[config.mk]
export PLATFORM = sky130hd
export DESIGN_NAME = bus_cmd_master
export DESIGN_NICKNAME = d
export VERILOG_FILES = /design/src/rtl/bus_cmd_pkg.sv /design/src/rtl/bus_cmd_resp_out.sv /design/src/rtl/bus_cmd_master.sv
export SDC_FILE = /design/constraint.sdc
export NUM_CORES = 1
export LEC_CHECK = 0
export BUFFER_PORTS_ARGS = -buffer_cell sky130_fd_sc_hd__buf_2
export CELL_PAD_IN_SITES_DETAIL_PLACEMENT = 0
export CELL_PAD_IN_SITES_GLOBAL_PLACEMENT = 1
export CORE_ASPECT_RATIO = 0.6
export CORE_UTILIZATION = 44
export DETAILED_ROUTE_END_ITERATION = 8
export GPL_TIMING_DRIVEN = 0
export PLACE_DENSITY = 0.83
export SLEW_MARGIN = 5
export SYNTH_ARGS = -nofsm -noshare
export SYNTH_HDL_FRONTEND = slang
export SYNTH_SLANG_ARGS = --single-unit
[constraint.sdc]
create_clock -name clk -period 2.7 [get_ports clk]
set_clock_uncertainty 0.2 [all_clocks]
set_input_delay 0.405 -clock clk [delete_from_list [all_inputs] [get_ports clk]]
set_output_delay 0.405 -clock clk [all_outputs]
set_load 0.005 [all_outputs]
[src/rtl/bus_cmd_pkg.sv]
// Shared constants for the host byte-stream command protocol.
// The host tools mirror these opcode and response values.
package bus_cmd_pkg;

  // Command opcodes (first byte of a command)
  localparam logic [7:0] OP_READ  = 8'h01;
  localparam logic [7:0] OP_WRITE = 8'h02;

  // Response status codes (first byte of every response)
  localparam logic [7:0] RSP_RD      = 8'h81;
  localparam logic [7:0] RSP_WR      = 8'h82;
  localparam logic [7:0] RSP_TIMEOUT = 8'hE0;
  localparam logic [7:0] RSP_BADOP   = 8'hEF;

  // True for the opcodes that start a Wishbone cycle
  function automatic logic is_known_op(input logic [7:0] op);
    return (op == OP_READ) || (op == OP_WRITE);
  endfunction

endpackage

[src/rtl/bus_cmd_resp_out.sv]
// Two-byte response sequencer. Owns out_valid/out_data: a load presents
// byte0, and optionally byte1 on the cycle after byte0 handshakes.
// Nothing changes while out_valid && !out_ready.
module bus_cmd_resp_out (
  input  logic       clk,
  input  logic       rst,
  input  logic       load,
  input  logic [7:0] byte0,
  input  logic [7:0] byte1,
  input  logic       has_second,
  input  logic       out_ready,
  output logic       out_valid,
  output logic [7:0] out_data,
  output logic       done
);

  logic       pending;
  logic [7:0] second_q;

  // The final byte is leaving this cycle
  assign done = out_valid && out_ready && !pending;

  // Present byte0 on load, step to byte1 on handshake, drop valid after the last byte
  always_ff @(posedge clk or posedge rst) begin
    if (rst) begin
      out_valid <= 1'b0;
      out_data  <= 8'h00;
      pending   <= 1'b0;
      second_q  <= 8'h00;
    end else if (load) begin
      out_valid <= 1'b1;
      out_data  <= byte0;
      second_q  <= byte1;
      pending   <= has_second;
    end else if (out_valid && out_ready) begin
      if (pending) begin
        out_data <= second_q;
        pending  <= 1'b0;
      end else begin
        out_valid <= 1'b0;
      end
    end
  end

endmodule

[src/rtl/bus_cmd_master.sv]
// Host byte stream to single 8-bit Wishbone read/write cycles, with a
// status/data byte stream back to the host. One transaction at a time.
//
// Handshakes: a byte moves on in_* when in_valid && in_ready, and on out_*
// when out_valid && out_ready, both sampled on the rising clock edge. The
// sender holds valid and data stable until the transfer happens.
module bus_cmd_master #(
  parameter int unsigned TIMEOUT_CYCLES = 255
) (
  input  logic        clk,
  input  logic        rst,
  input  logic [7:0]  in_data,
  input  logic        in_valid,
  output logic        in_ready,
  output logic [7:0]  out_data,
  output logic        out_valid,
  input  logic        out_ready,
  output logic        wb_stb_o,
  output logic        wb_cyc_o,
  output logic        wb_we_o,
  output logic [15:0] wb_adr_o,
  output logic [7:0]  wb_dat_o,
  input  logic [7:0]  wb_dat_i,
  input  logic        wb_ack_i,
  output logic [2:0]  dbg_state
);
  import bus_cmd_pkg::*;

  typedef enum logic [2:0] {
    S_CMD    = 3'd0,
    S_ADR_HI = 3'd1,
    S_ADR_LO = 3'd2,
    S_DATA   = 3'd3,
    S_BUS    = 3'd4,
    S_RESP0  = 3'd5,
    S_RESP1  = 3'd6
  } state_t;

  state_t      state, state_nxt;
  logic [7:0]  op_q;
  logic [15:0] cnt_q;
  logic        in_hs, bus_start, bus_end, timeout_hit;
  logic        rsp_load, rsp_two, rsp_done;
  logic [7:0]  rsp_b0, rsp_b1;

  assign dbg_state   = state;
  assign in_ready    = !rst && (state == S_CMD || state == S_ADR_HI ||
                                state == S_ADR_LO || state == S_DATA);
  assign in_hs       = in_valid && in_ready;
  assign timeout_hit = (cnt_q == 16'(TIMEOUT_CYCLES - 1));

  // State register
  always_ff @(posedge clk or posedge rst) begin
    if (rst) state <= S_CMD;
    else     state <= state_nxt;
  end

  // Next state, bus start/stop strobes and response selection
  always_comb begin
    state_nxt = state;
    bus_start = 1'b0;
    bus_end   = 1'b0;
    rsp_load  = 1'b0;
    rsp_b0    = 8'h00;
    rsp_b1    = 8'h00;
    rsp_two   = 1'b0;
    case (state)
      S_CMD: if (in_hs) begin
        if (is_known_op(in_data)) begin
          state_nxt = S_ADR_HI;
        end else begin
          state_nxt = S_RESP0;
          rsp_load  = 1'b1;
          rsp_b0    = RSP_BADOP;
        end
      end
      S_ADR_HI: if (in_hs) state_nxt = S_ADR_LO;
      S_ADR_LO: if (in_hs) begin
        if (op_q == OP_WRITE) begin
          state_nxt = S_DATA;
        end else begin
          state_nxt = S_BUS;
          bus_start = 1'b1;
        end
      end
      S_DATA: if (in_hs) begin
        state_nxt = S_BUS;
        bus_start = 1'b1;
      end
      S_BUS: begin
        // Ack takes priority over a timeout landing on the same cycle
        if (wb_ack_i) begin
          state_nxt = S_RESP0;
          bus_end   = 1'b1;
          rsp_load  = 1'b1;
          if (op_q == OP_WRITE) begin
            rsp_b0 = RSP_WR;
          end else begin
            rsp_b0  = RSP_RD;
            rsp_b1  = wb_dat_i;
            rsp_two = 1'b1;
          end
        end else if (timeout_hit) begin
          state_nxt = S_RESP0;
          bus_end   = 1'b1;
          rsp_load  = 1'b1;
          rsp_b0    = RSP_TIMEOUT;
        end
      end
      S_RESP0: begin
        if (rsp_done)                    state_nxt = S_CMD;
        else if (out_valid && out_ready) state_nxt = S_RESP1;
      end
      S_RESP1: if (rsp_done) state_nxt = S_CMD;
      default: state_nxt = S_CMD;
    endcase
  end

  // Command capture; address and write data hold steady through the bus cycle
  always_ff @(posedge clk or posedge rst) begin
    if (rst) begin
      op_q     <= 8'h00;
      wb_adr_o <= 16'h0000;
      wb_dat_o <= 8'h00;
    end else if (in_hs) begin
      case (state)
        S_CMD:    op_q           <= in_data;
        S_ADR_HI: wb_adr_o[15:8] <= in_data;
        S_ADR_LO: wb_adr_o[7:0]  <= in_data;
        S_DATA:   wb_dat_o       <= in_data;
        default:  ;
      endcase
    end
  end

  // Wishbone control strobes and the ack-wait counter
  always_ff @(posedge clk or posedge rst) begin
    if (rst) begin
      wb_stb_o <= 1'b0;
      wb_cyc_o <= 1'b0;
      wb_we_o  <= 1'b0;
      cnt_q    <= 16'h0000;
    end else if (bus_start) begin
      wb_stb_o <= 1'b1;
      wb_cyc_o <= 1'b1;
      wb_we_o  <= (op_q == OP_WRITE);
      cnt_q    <= 16'h0000;
    end else if (bus_end) begin
      wb_stb_o <= 1'b0;
      wb_cyc_o <= 1'b0;
      wb_we_o  <= 1'b0;
    end else if (state == S_BUS) begin
      cnt_q <= cnt_q + 16'd1;
    end
  end

  bus_cmd_resp_out u_resp (
    .clk        (clk),
    .rst        (rst),
    .load       (rsp_load),
    .byte0      (rsp_b0),
    .byte1      (rsp_b1),
    .has_second (rsp_two),
    .out_ready  (out_ready),
    .out_valid  (out_valid),
    .out_data   (out_data),
    .done       (rsp_done)
  );

endmodule

==> flow_summary.json, run 1 <==
{
  "status": "finished, final reports clean",
  "critPathKind": "reg -> reg",
  "cts_buffers": 9,
  "post_cts_buffers": 0,
  "cts_root_buffer": "clkbuf_16",
  "route.detailed.drc": 0,
  "dr.pass1.iters": 4,
  "clk_pin_slew_ns": 0.05,
  "cp.required_ns": 2.74,
  "finalHoldViolCount": 0,
  "grt_pass1_vias": 2642,
  "p_total_w": 0.00425,
  "relSlewSlack_pct": 38.7,
  "synthTopCellsByCount": "dfrtp_1 (71), mux2_2 (32), nand2_1 (22)",
  "start_util_pct": 46.2,
  "viasPerCell": 5.79,
  "drt_iter0_markers": 141,
  "die_h_um": 70.2,
  "tightest_slew_ns": 0.905,
  "finalNetCount": 392,
  "fin_util_pct": 56.9,
  "ctsLongestPathBuffers": 2,
  "io_pins": 61,
  "synth_flop_cell": "dfrtp_1",
  "yosysTopAreaCellShare_pct": 52.1,
  "leakage_nw": 1.90,
  "cap_violations": 0,
  "ir_drop_mv": 0.435,
  "dieArea_um2": 8120,
  "cp-start-kind": "register",
  "coreArea_um2": 7390,
  "tritoncts": "built",
  "ys_seq_elements": 71,
  "cp.arrival_ns": 2.60,
  "crit_fanout": 10,
  "seq_area_frac_synth_pct": 52.1,
  "syn_inst": 297,
  "hold_ws_ns": 0.0889,
  "routabilityCongestion": 0.817,
  "antenna_found_initial": 0,
  "grt_pass1_wl_um": 13900,
  "clk_latency_ns": 0.33,
  "rows": 24,
  "grt_overflow": 0,
  "synth_top_cell_by_area": "dfrtp_1",
  "grt_max_degree": 65,
  "power.density_nw_per_um2": 1010,
  "clock_sinks": 71,
  "synth_edf_count": 0,
  "die_x_um": 116,
  "hold_class": "in -> reg",
  "htreeDepth": 3,
  "yosysUniqueCellTypes": 62,
  "grt_usage_pct": 23.0,
  "wl_um": 8420,
  "wl_per_cell_um": 17.7,
  "synth_warnings": 0,
  "routed-via-count": 2755,
  "rsz0062_at_grt": "false",
  "yosys-top-cells-area": "dfrtp_1 (52%), mux2_2 (11%), mux2i_1 (2.6%)",
  "period_minus_slack_ns": 2.56,
  "diodes": 0,
  "io_buffers": 59,
  "max_freq_mhz": 390,
  "synth_most_common_cell": "dfrtp_1",
  "slew_violations": 0,
  "setup-violations-final": 0,
  "post-dp-hpwl_um": 6090,
  "avgSynthCellArea_um2": 11.5,
  "syn_area_um2": 3410,
  "syn-num-nets": 320,
  "drive_above_1_share_pct": 34.4,
  "async_flop_share_pct": 100,
  "period_share_pct": 94.9,
  "ant_nets": 0,
  "endpoint_kind": "register",
  "area_delta_synth_final_pct": 23.1,
  "n_fill_cell": 647
}
[worst paths after layout]
kind	startpoint	endpoint	slack, ns	depth (start not counted)
worst max-delay path	cnt_q[0]$_DFFE_PP0P_	u_resp.out_data[5]$_DFFE_PP0P_	0.14	8
worst min-delay path	wb_dat_i[3]	u_resp.second_q[3]$_DFFE_PP0P_	0.09	2
worst max register to register	cnt_q[0]$_DFFE_PP0P_	u_resp.out_data[5]$_DFFE_PP0P_	0.14	8
worst min register to register	wb_adr_o[13]$_DFFE_PP0P_	wb_adr_o[13]$_DFFE_PP0P_	0.30	1
max in group asynchronous	rst	wb_adr_o[6]$_DFFE_PP0P_	1.36	4
min in group asynchronous	rst	cnt_q[10]$_DFFE_PP0P_	0.40	3
[flip-flops by register name, indices dropped and copies added (netlist names)]
register,cells
wb_dat_o,8
op_q,8
u_resp.out_valid,1
u_resp.pending,1
cnt_q,16
wb_we_o,1
wb_cyc_o,1
dbg_state,3
wb_adr_o,16
u_resp.second_q,8
u_resp.out_data,8
[cell type report]
| cell class | count | area (um^2) | share of cell area [%] |
|---|---|---|---|
| multi-input combinational | 207 | 1560 | 37.1 |
| clock inverter | 5 | 75.1 | 1.79 |
| clock buffer | 9 | 225 | 5.36 |
| timing repair buffer | 61 | 333 | 7.92 |
| tap | 104 | 130 | 3.10 |
| sequential | 71 | 1780 | 42.3 |
| inverter | 5 | 21.3 | 0.506 |
| buffer | 14 | 82.6 | 1.97 |
[critical path, stage by stage, from the launching register on]
cell     delay, ns
dfrtp_1       0.43
inv_1         0.08
ha_1          0.19
or4b_1        0.52
nor4_4        0.33
buf_6         0.20
buf_4         0.19
a21oi_1       0.11
a22oi_1       0.21
[placed cells by master (no fill, tap or decap), drive strengths merged, types with 2 or more instances in the layout]
master	count
o21ai	13
or4	7
mux2i	9
and4	2
mux2	32
nor3	7
o31ai	5
a31oi	2
o21a	2
nand3	12
nor3b	3
buf	68
o31a	2
a32o	8
bufinv	2
nand2b	2
ha	2
or4b	3
or3	9
nor4	2
or2	3
and3	2
nor4b	2
or3b	2
nand2	22
nor2b	2
nand4	4
clkbuf	15
a22oi	3
inv	5
clkinv	3
nor2	11
a21o	3
a21oi	11
dfrtp	71
[routing by layer]
metal | global-route usage [%] | vias up | routed length, um
met5 | 0 | - | 0
met4 | 6.13 | 0 | 59
met3 | 7.12 | 7 | 470
met2 | 30.1 | 73 | 3460
met1 | 36.0 | 1395 | 4420
li1 | - | 1280 | -
[logic make-up (layout without fill, tap and decap cells)]
family | after synthesis | count (layout) | synth area share, %
simple gates | 99 | 99 | 17.3
flops | 71 | 71 | 52.1
compound gates | 63 | 63 | 13.5
mux | 41 | 41 | 13.2
buf+inv | 19 | 94 | 2.68
fa+ha+maj | 2 | 2 | 0.733
xor+xnor | 2 | 2 | 0.513
[power breakdown]
group / total (W) / switching, W / internal (W)
logic: 0.00132 / 0.000627 / 0.000692
registers: 0.00172 / 0.000255 / 0.00147
clock network: 0.00121 / 0.000419 / 0.000792
[through the flow]
step           std cells  instance area, um^2  TNS (ns)  setup slack (ns)
6_report             476                 4200         0             0.138
3_5_place_dp         461                 3870   -0.0570           -0.0292
5_1_grt              476                 4200         0           0.00762
4_1_cts              476                 4190         0            0.0356
3_3_place_gp         460                 3840    -47.59            -0.674
2_1_floorplan        297                 3410         0             0.298
[timing repair]
action	CTS	global route
pin swaps	0	1
hold buffers	1	0
endpoints found under the setup margin	10	13
gates resized for setup	3	5
hold endpoints to repair	7	0
Power figures use the tool's default switching activity.
==> run 2, diff against run 1 <==
--- a/config.mk
+++ b/config.mk
@@ -13,6 +13,7 @@
 export DETAILED_ROUTE_END_ITERATION = 8
 export GPL_TIMING_DRIVEN = 0
 export PLACE_DENSITY = 0.83
+export SETUP_SLACK_MARGIN = 0.2
 export SLEW_MARGIN = 5
 export SYNTH_ARGS = -nofsm -noshare
 export SYNTH_HDL_FRONTEND = slang
==> run 2 against run 1 <==
  * Sequential power hardly changed
  * Sequential share of layout area is 1.1 points lower
  * Clock power hardly changed
  * Wire length is 2.4% higher
  * Die area stayed put
  * First-iteration DRC count is 5.0% higher
  * Hold slack worse by 0.0036 ns
  * Non-clock buffer count is 6 higher
  * Largest cell class unchanged
==> flow_summary.json, run 2 (same netlist as run 1, synthesis figures left out) <==
{
  "finalHoldViolCount": 0,
  "mostFrequentLayoutCells": "dfrtp_1 (69), buf_2 (62), mux2_2 (32)",
  "antenna_found_initial": 0,
  "p_sw_share_pct": 30.8,
  "ant_nets": 0,
  "io_buffers": 59,
  "status": "finished, final reports clean",
  "grt_overflow": 0,
  "routabilityCongestion": 0.817,
  "leakage_nw": 1.95,
  "cp-start-kind": "register",
  "drt_iter0_markers": 148,
  "coreArea_um2": 7390,
  "viasPerCell": 5.80,
  "internal-power_w": 0.00300,
  "clk_pin_slew_ns": 0.05,
  "endpoint_kind": "register",
  "holdPathStages": 2,
  "wl_per_cell_um": 17.9,
  "finalNetCount": 398,
  "seq_power_share_pct": 39.9,
  "ctsLongestPathBuffers": 2,
  "worstRegToRegCells": 8,
  "diodes": 0,
  "clock_sinks": 71,
  "rows": 24,
  "crit_fanout": 5,
  "setup-violations-final": 0,
  "die_x_um": 116,
  "post-dp-hpwl_um": 6090,
  "io_pins": 61,
  "largest_registers": "cnt_q: 16 flops, wb_adr_o: 16 flops",
  "ir_drop_mv": 0.447,
  "power.density_nw_per_um2": 1000,
  "rrSetupSlack_ns": 0.25,
  "grt_usage_pct": 23.3,
  "cts_root_buffer": "clkbuf_16",
  "area_delta_synth_final_pct": 26.5,
  "grt_pass1_wl_um": 14100,
  "relSlewSlack_pct": 48.5,
  "tritoncts": "built",
  "whs_endpoint": "u_resp.second_q[3]$_DFFE_PP0P_",
  "drive_above_1_share_pct": 37.8,
  "rsz0062_at_grt": "true",
  "critPathKind": "reg -> reg",
  "hold_ws_ns": 0.0852,
  "routed-via-count": 2796,
  "dieArea_um2": 8120,
  "fin_cells": 482,
  "hold_class": "in -> reg",
  "p_switching_w": 0.00134,
  "route.detailed.drc": 0,
  "clk_latency_ns": 0.34,
  "grt_pass1_vias": 2670,
  "die_h_um": 70.2,
  "wl_um": 8620,
  "rr_startpoint": "cnt_q[0]$_DFFE_PP0P_",
  "cap_violations": 0,
  "p_total_w": 0.00433,
  "slew_violations": 0,
  "place_inst": 461,
  "period_share_pct": 90.9,
  "cp.arrival_ns": 2.48,
  "htreeDepth": 3,
  "worst_r2r_endpoint": "u_resp.second_q[0]$_DFFE_PP0P_",
  "final_common_cell": "dfrtp_1",
  "period_minus_slack_ns": 2.45,
  "dr.pass1.iters": 5,
  "cts_buffers": 9,
  "worstHoldStart": "wb_dat_i[3]",
  "max_freq_mhz": 407,
  "tightest_slew_ns": 0.770,
  "start_util_pct": 46.2,
  "cp.required_ns": 2.72,
  "comb_power_share_pct": 32.0,
  "clockPowerShare_pct": 28.1,
  "grt_max_degree": 65
}
## run 2: critical path: stages, from the launching register on
cell       delay [ns]
dfrtp_2          0.42
inv_2            0.07
ha_4             0.13
or4b_4           0.48
nor4_4           0.36
buf_4            0.18
o21ai_4          0.09
clkbuf_16        0.21
a32o_1           0.21
## run 2: power groups by stage
stage               sequential, W  clock, W  combinational, W
floorplan                 0.00171         0          0.000803
global placement          0.00171         0           0.00127
detailed placement        0.00173         0           0.00131
CTS                       0.00172   0.00124           0.00133
global route              0.00178   0.00129           0.00154
finish                    0.00173   0.00122           0.00139
## run 2: worst max path at each step
stage                                endpoint  cells after the start  slack [ns]                 start
6_report       u_resp.second_q[0]$_DFFE_PP0P_                      8        0.25  cnt_q[0]$_DFFE_PP0P_
4_1_cts        u_resp.second_q[5]$_DFFE_PP0P_                      7        0.20  cnt_q[0]$_DFFE_PP0P_
2_1_floorplan            cnt_q[0]$_DFFE_PP0P_                      1        0.30                   rst
5_1_grt        u_resp.second_q[2]$_DFFE_PP0P_                      8        0.17  cnt_q[0]$_DFFE_PP0P_
3_3_place_gp         wb_adr_o[13]$_DFFE_PP0P_                      2       -0.67                   rst
3_5_place_dp   u_resp.out_data[5]$_DFFE_PP0P_                      8       -0.03  cnt_q[0]$_DFFE_PP0P_
## run 2: stage by stage
step	setup TNS (ns)	instance area [um^2]	setup WS [ns]	util, %
floorplan	0	3410	0.298	-
global placement	-47.59	3840	-0.674	51.9
detailed placement	-0.0570	3870	-0.0292	52.4
CTS	0	4230	0.200	57.3
global route	0	4320	0.173	58.4
finish	0	4320	0.245	58.4
## run 2: final cells by class
| type | count | area (um^2) |
|---|---|---|
| clock inverter | 5 | 75.1 |
| timing repair buffer | 67 | 395 |
| sequential | 71 | 1780 |
| fill | 637 | 3070 |
| tap | 104 | 130 |
| inverter | 5 | 21.3 |
| multi-input combinational | 207 | 1600 |
| buffer | 14 | 93.8 |
| clock buffer | 9 | 225 |
## run 2: what timing repair did
item                       in CTS  in global routing
hold buffers                    1                  0
cloned                          0                  1
hold endpoints to repair        7                  0
buffers inserted                3                  2
pin swaps                       2                 11
gates resized for setup         8                 12
setup endpoints to repair      30                 22
## run 2: per-layer routing
layer  vias up  global-route usage (%)  share of wire, %
met4         0                    6.13              0.85
met1      1389                    36.1                51
met2       103                    30.9                42
met3         9                    7.12               6.6
met5         -                       0                 0
li1       1295                       -                 -
==> run 3, diff against run 2 <==
--- a/config.mk
+++ b/config.mk
@@ -12,9 +12,10 @@
 export CORE_UTILIZATION = 44
 export DETAILED_ROUTE_END_ITERATION = 8
 export GPL_TIMING_DRIVEN = 0
-export PLACE_DENSITY = 0.83
+export PLACE_DENSITY = 0.84
 export SETUP_SLACK_MARGIN = 0.2
 export SLEW_MARGIN = 5
 export SYNTH_ARGS = -nofsm -noshare
 export SYNTH_HDL_FRONTEND = slang
+export SYNTH_HIERARCHICAL = 1
 export SYNTH_SLANG_ARGS = --single-unit
==> run 3 against run 2 <==
  * Critical path depth is 2 higher
  * Synthesized area is 1.2% higher
  * Global-route usage is 1.0 points lower
  * First-iteration DRC count is 17% higher
  * Largest cell class unchanged
==> flow_summary.json, run 3 <==
{
  "synth_flop_cell": "dfrtp_1",
  "tightest_slew_ns": 0.696,
  "synth_top_cell_by_area": "dfrtp_1",
  "route.detailed.drc": 0,
  "start_util_pct": 46.6,
  "finalNetCount": 416,
  "grt_pass1_vias": 2775,
  "relSlewSlack_pct": 53.6,
  "avgSynthCellArea_um2": 11.2,
  "grt_usage_pct": 22.2,
  "setup-violations-final": 0,
  "io_pins": 61,
  "antenna_found_initial": 0,
  "yosys-top-cells-area": "dfrtp_1 (51%), mux2_2 (13%), a21oi_1 (4.6%)",
  "cts_root_buffer": "clkbuf_16",
  "place_inst": 474,
  "comb_power_share_pct": 35.2,
  "p_sw_share_pct": 32.1,
  "clk_pin_slew_ns": 0.06,
  "p_switching_w": 0.00144,
  "seq_area_frac_synth_pct": 51.4,
  "area_delta_synth_final_pct": 27.4,
  "fin_cells": 502,
  "finalHoldViolCount": 0,
  "seq_power_share_pct": 38.3,
  "viasPerCell": 5.48,
  "critPathKind": "reg -> reg",
  "yosysTopAreaCellShare_pct": 51.4,
  "power.density_nw_per_um2": 1020,
  "syn_inst": 309,
  "leakage_nw": 2.05,
  "pre_cts_ws_ns": -0.200,
  "status": "finished, final reports clean",
  "cap_violations": 0,
  "final_common_cell": "dfrtp_1",
  "drive_above_1_share_pct": 39.4,
  "met2_length_um": 3560,
  "synth_warnings": 6,
  "drt_iter0_markers": 173,
  "yosysUniqueCellTypes": 46,
  "period_minus_slack_ns": 2.51,
  "ys_seq_elements": 71,
  "io_buffers": 60,
  "wl_um": 8250,
  "syn_area_um2": 3450,
  "setup_ws_ns": 0.189,
  "cp.required_ns": 2.72,
  "die_h_um": 70.6,
  "largest_registers": "cnt_q: 16 flops, wb_adr_o: 16 flops",
  "dieArea_um2": 8220,
  "coreArea_um2": 7420,
  "routed-via-count": 2749,
  "clk_latency_ns": 0.34,
  "diodes": 0,
  "top_layer": "met4",
  "routabilityCongestion": 0.869,
  "synthTopCellsByCount": "dfrtp_1 (71), mux2_2 (39), a21oi_1 (32), nand2_1 (32)",
  "fin_util_pct": 59.3,
  "ant_nets": 0,
  "clockPowerShare_pct": 26.5,
  "wl_per_cell_um": 16.4,
  "syn-num-nets": 332,
  "clock_sinks": 71,
  "async_flop_share_pct": 100,
  "htreeDepth": 3,
  "p_total_w": 0.00450,
  "tritoncts": "built",
  "cp.arrival_ns": 2.53,
  "drt-met1-wl_um": 3980,
  "ir_drop_mv": 0.651,
  "grt_pass1_wl_um": 13700,
  "cts_buffers": 9,
  "mostFrequentLayoutCells": "dfrtp_1 (71), buf_2 (63), mux2_2 (39)",
  "dr.pass1.iters": 4,
  "post-dp-hpwl_um": 5760,
  "ctsLongestPathBuffers": 2,
  "wl_met3_um": 612,
  "die_x_um": 116,
  "grt_overflow": 0,
  "endpoint_kind": "register",
  "cp-start-kind": "register",
  "max_freq_mhz": 398,
  "internal-power_w": 0.00306,
  "grt_max_degree": 43,
  "slew_violations": 0,
  "synth_most_common_cell": "dfrtp_1",
  "hold_class": "in -> async",
  "rsz0062_at_grt": "true",
  "crit_fanout": 7,
  "period_share_pct": 93.0,
  "rows": 24,
  "synth_edf_count": 0
}
[run 3: final timing paths]
kind | start | to | slack, ns | depth (start not counted)
min in group clk | in_data[4] | op_q[4]$_DFFE_PP0P_ | 0.17 | 2
hold reg to reg | wb_adr_o[6]$_DFFE_PP0P_ | wb_adr_o[6]$_DFFE_PP0P_ | 0.30 | 1
hold / removal | rst | u_resp/out_data[7]$_DFFE_PP0P_ | 0.03 | 2
max in group asynchronous | rst | wb_adr_o[4]$_DFFE_PP0P_ | 1.35 | 4
setup reg to reg | cnt_q[0]$_DFFE_PP0P_ | u_resp/second_q[5]$_DFFE_PP0P_ | 0.19 | 10
setup / recovery | cnt_q[0]$_DFFE_PP0P_ | u_resp/second_q[5]$_DFFE_PP0P_ | 0.19 | 10
[run 3: logic make-up (layout without fill, tap and decap cells)]
kind of cell | after synthesis | after routing | share of synthesized area [%]
simple gates | 110 | 110 | 19.2
other cells | 1 | 1 | 0.109
buf+inv | 20 | 109 | 3.48
fa+ha+maj | 2 | 2 | 0.725
xor+xnor | 2 | 2 | 0.507
mux | 42 | 42 | 13.6
flops | 71 | 71 | 51.4
compound gates | 61 | 61 | 10.9
[run 3: worst max-delay path, cell delays in order, from the launching register on]
cell,delay [ns]
dfrtp_1,0.39
inv_1,0.07
ha_1,0.14
or4b_4,0.50
nor4_4,0.19
buf_6,0.15
o21ai_4,0.07
nand2_2,0.11
buf_8,0.14
buf_12,0.11
mux2_2,0.32
[run 3: routing by layer]
metal	global-route usage [%]	vias to the layer above
met5	0	-
met3	9.77	12
met1	31.2	1349
met2	30.7	91
li1	-	1297
met4	6.98	0
[run 3: metrics by stage]
step                cell area (um^2)  setup TNS [ns]  hold WS (ns)
floorplan                       3450               0         0.144
global placement                3880           -1.16         0.271
detailed placement              3900           -1.76         0.224
CTS                             4280               0        0.0531
global route                    4400               0        0.0858
finish                          4400               0        0.0289
[run 3: final cells by class]
class | instances | area, um^2
flip-flops and latches | 71 | 1780
clock inverters | 6 | 68.8
fillers | 614 | 3020
plain buffers | 13 | 101
multi-input cells | 218 | 1620
inverters | 7 | 26.3
repair buffers | 73 | 443
clock buffers | 10 | 239
well taps | 104 | 130
[run 3: power groups by stage]
stage / combinational [W] / sequential (W) / clock, W
3_5_place_dp: 0.00141 / 0.00174 / 0
3_3_place_gp: 0.00137 / 0.00172 / 0
2_1_floorplan: 0.000888 / 0.00172 / 0
5_1_grt: 0.00176 / 0.00178 / 0.00127
6_report: 0.00158 / 0.00172 / 0.00119
4_1_cts: 0.00148 / 0.00172 / 0.00122
[run 3: what timing repair did]
item / CTS / global route
hold endpoints to repair: 12 / 0
resized for setup: 5 / 10
gates cloned: 0 / 1
buffers inserted: 3 / 7
setup endpoints to repair: 18 / 30
hold buffers: 1 / 0
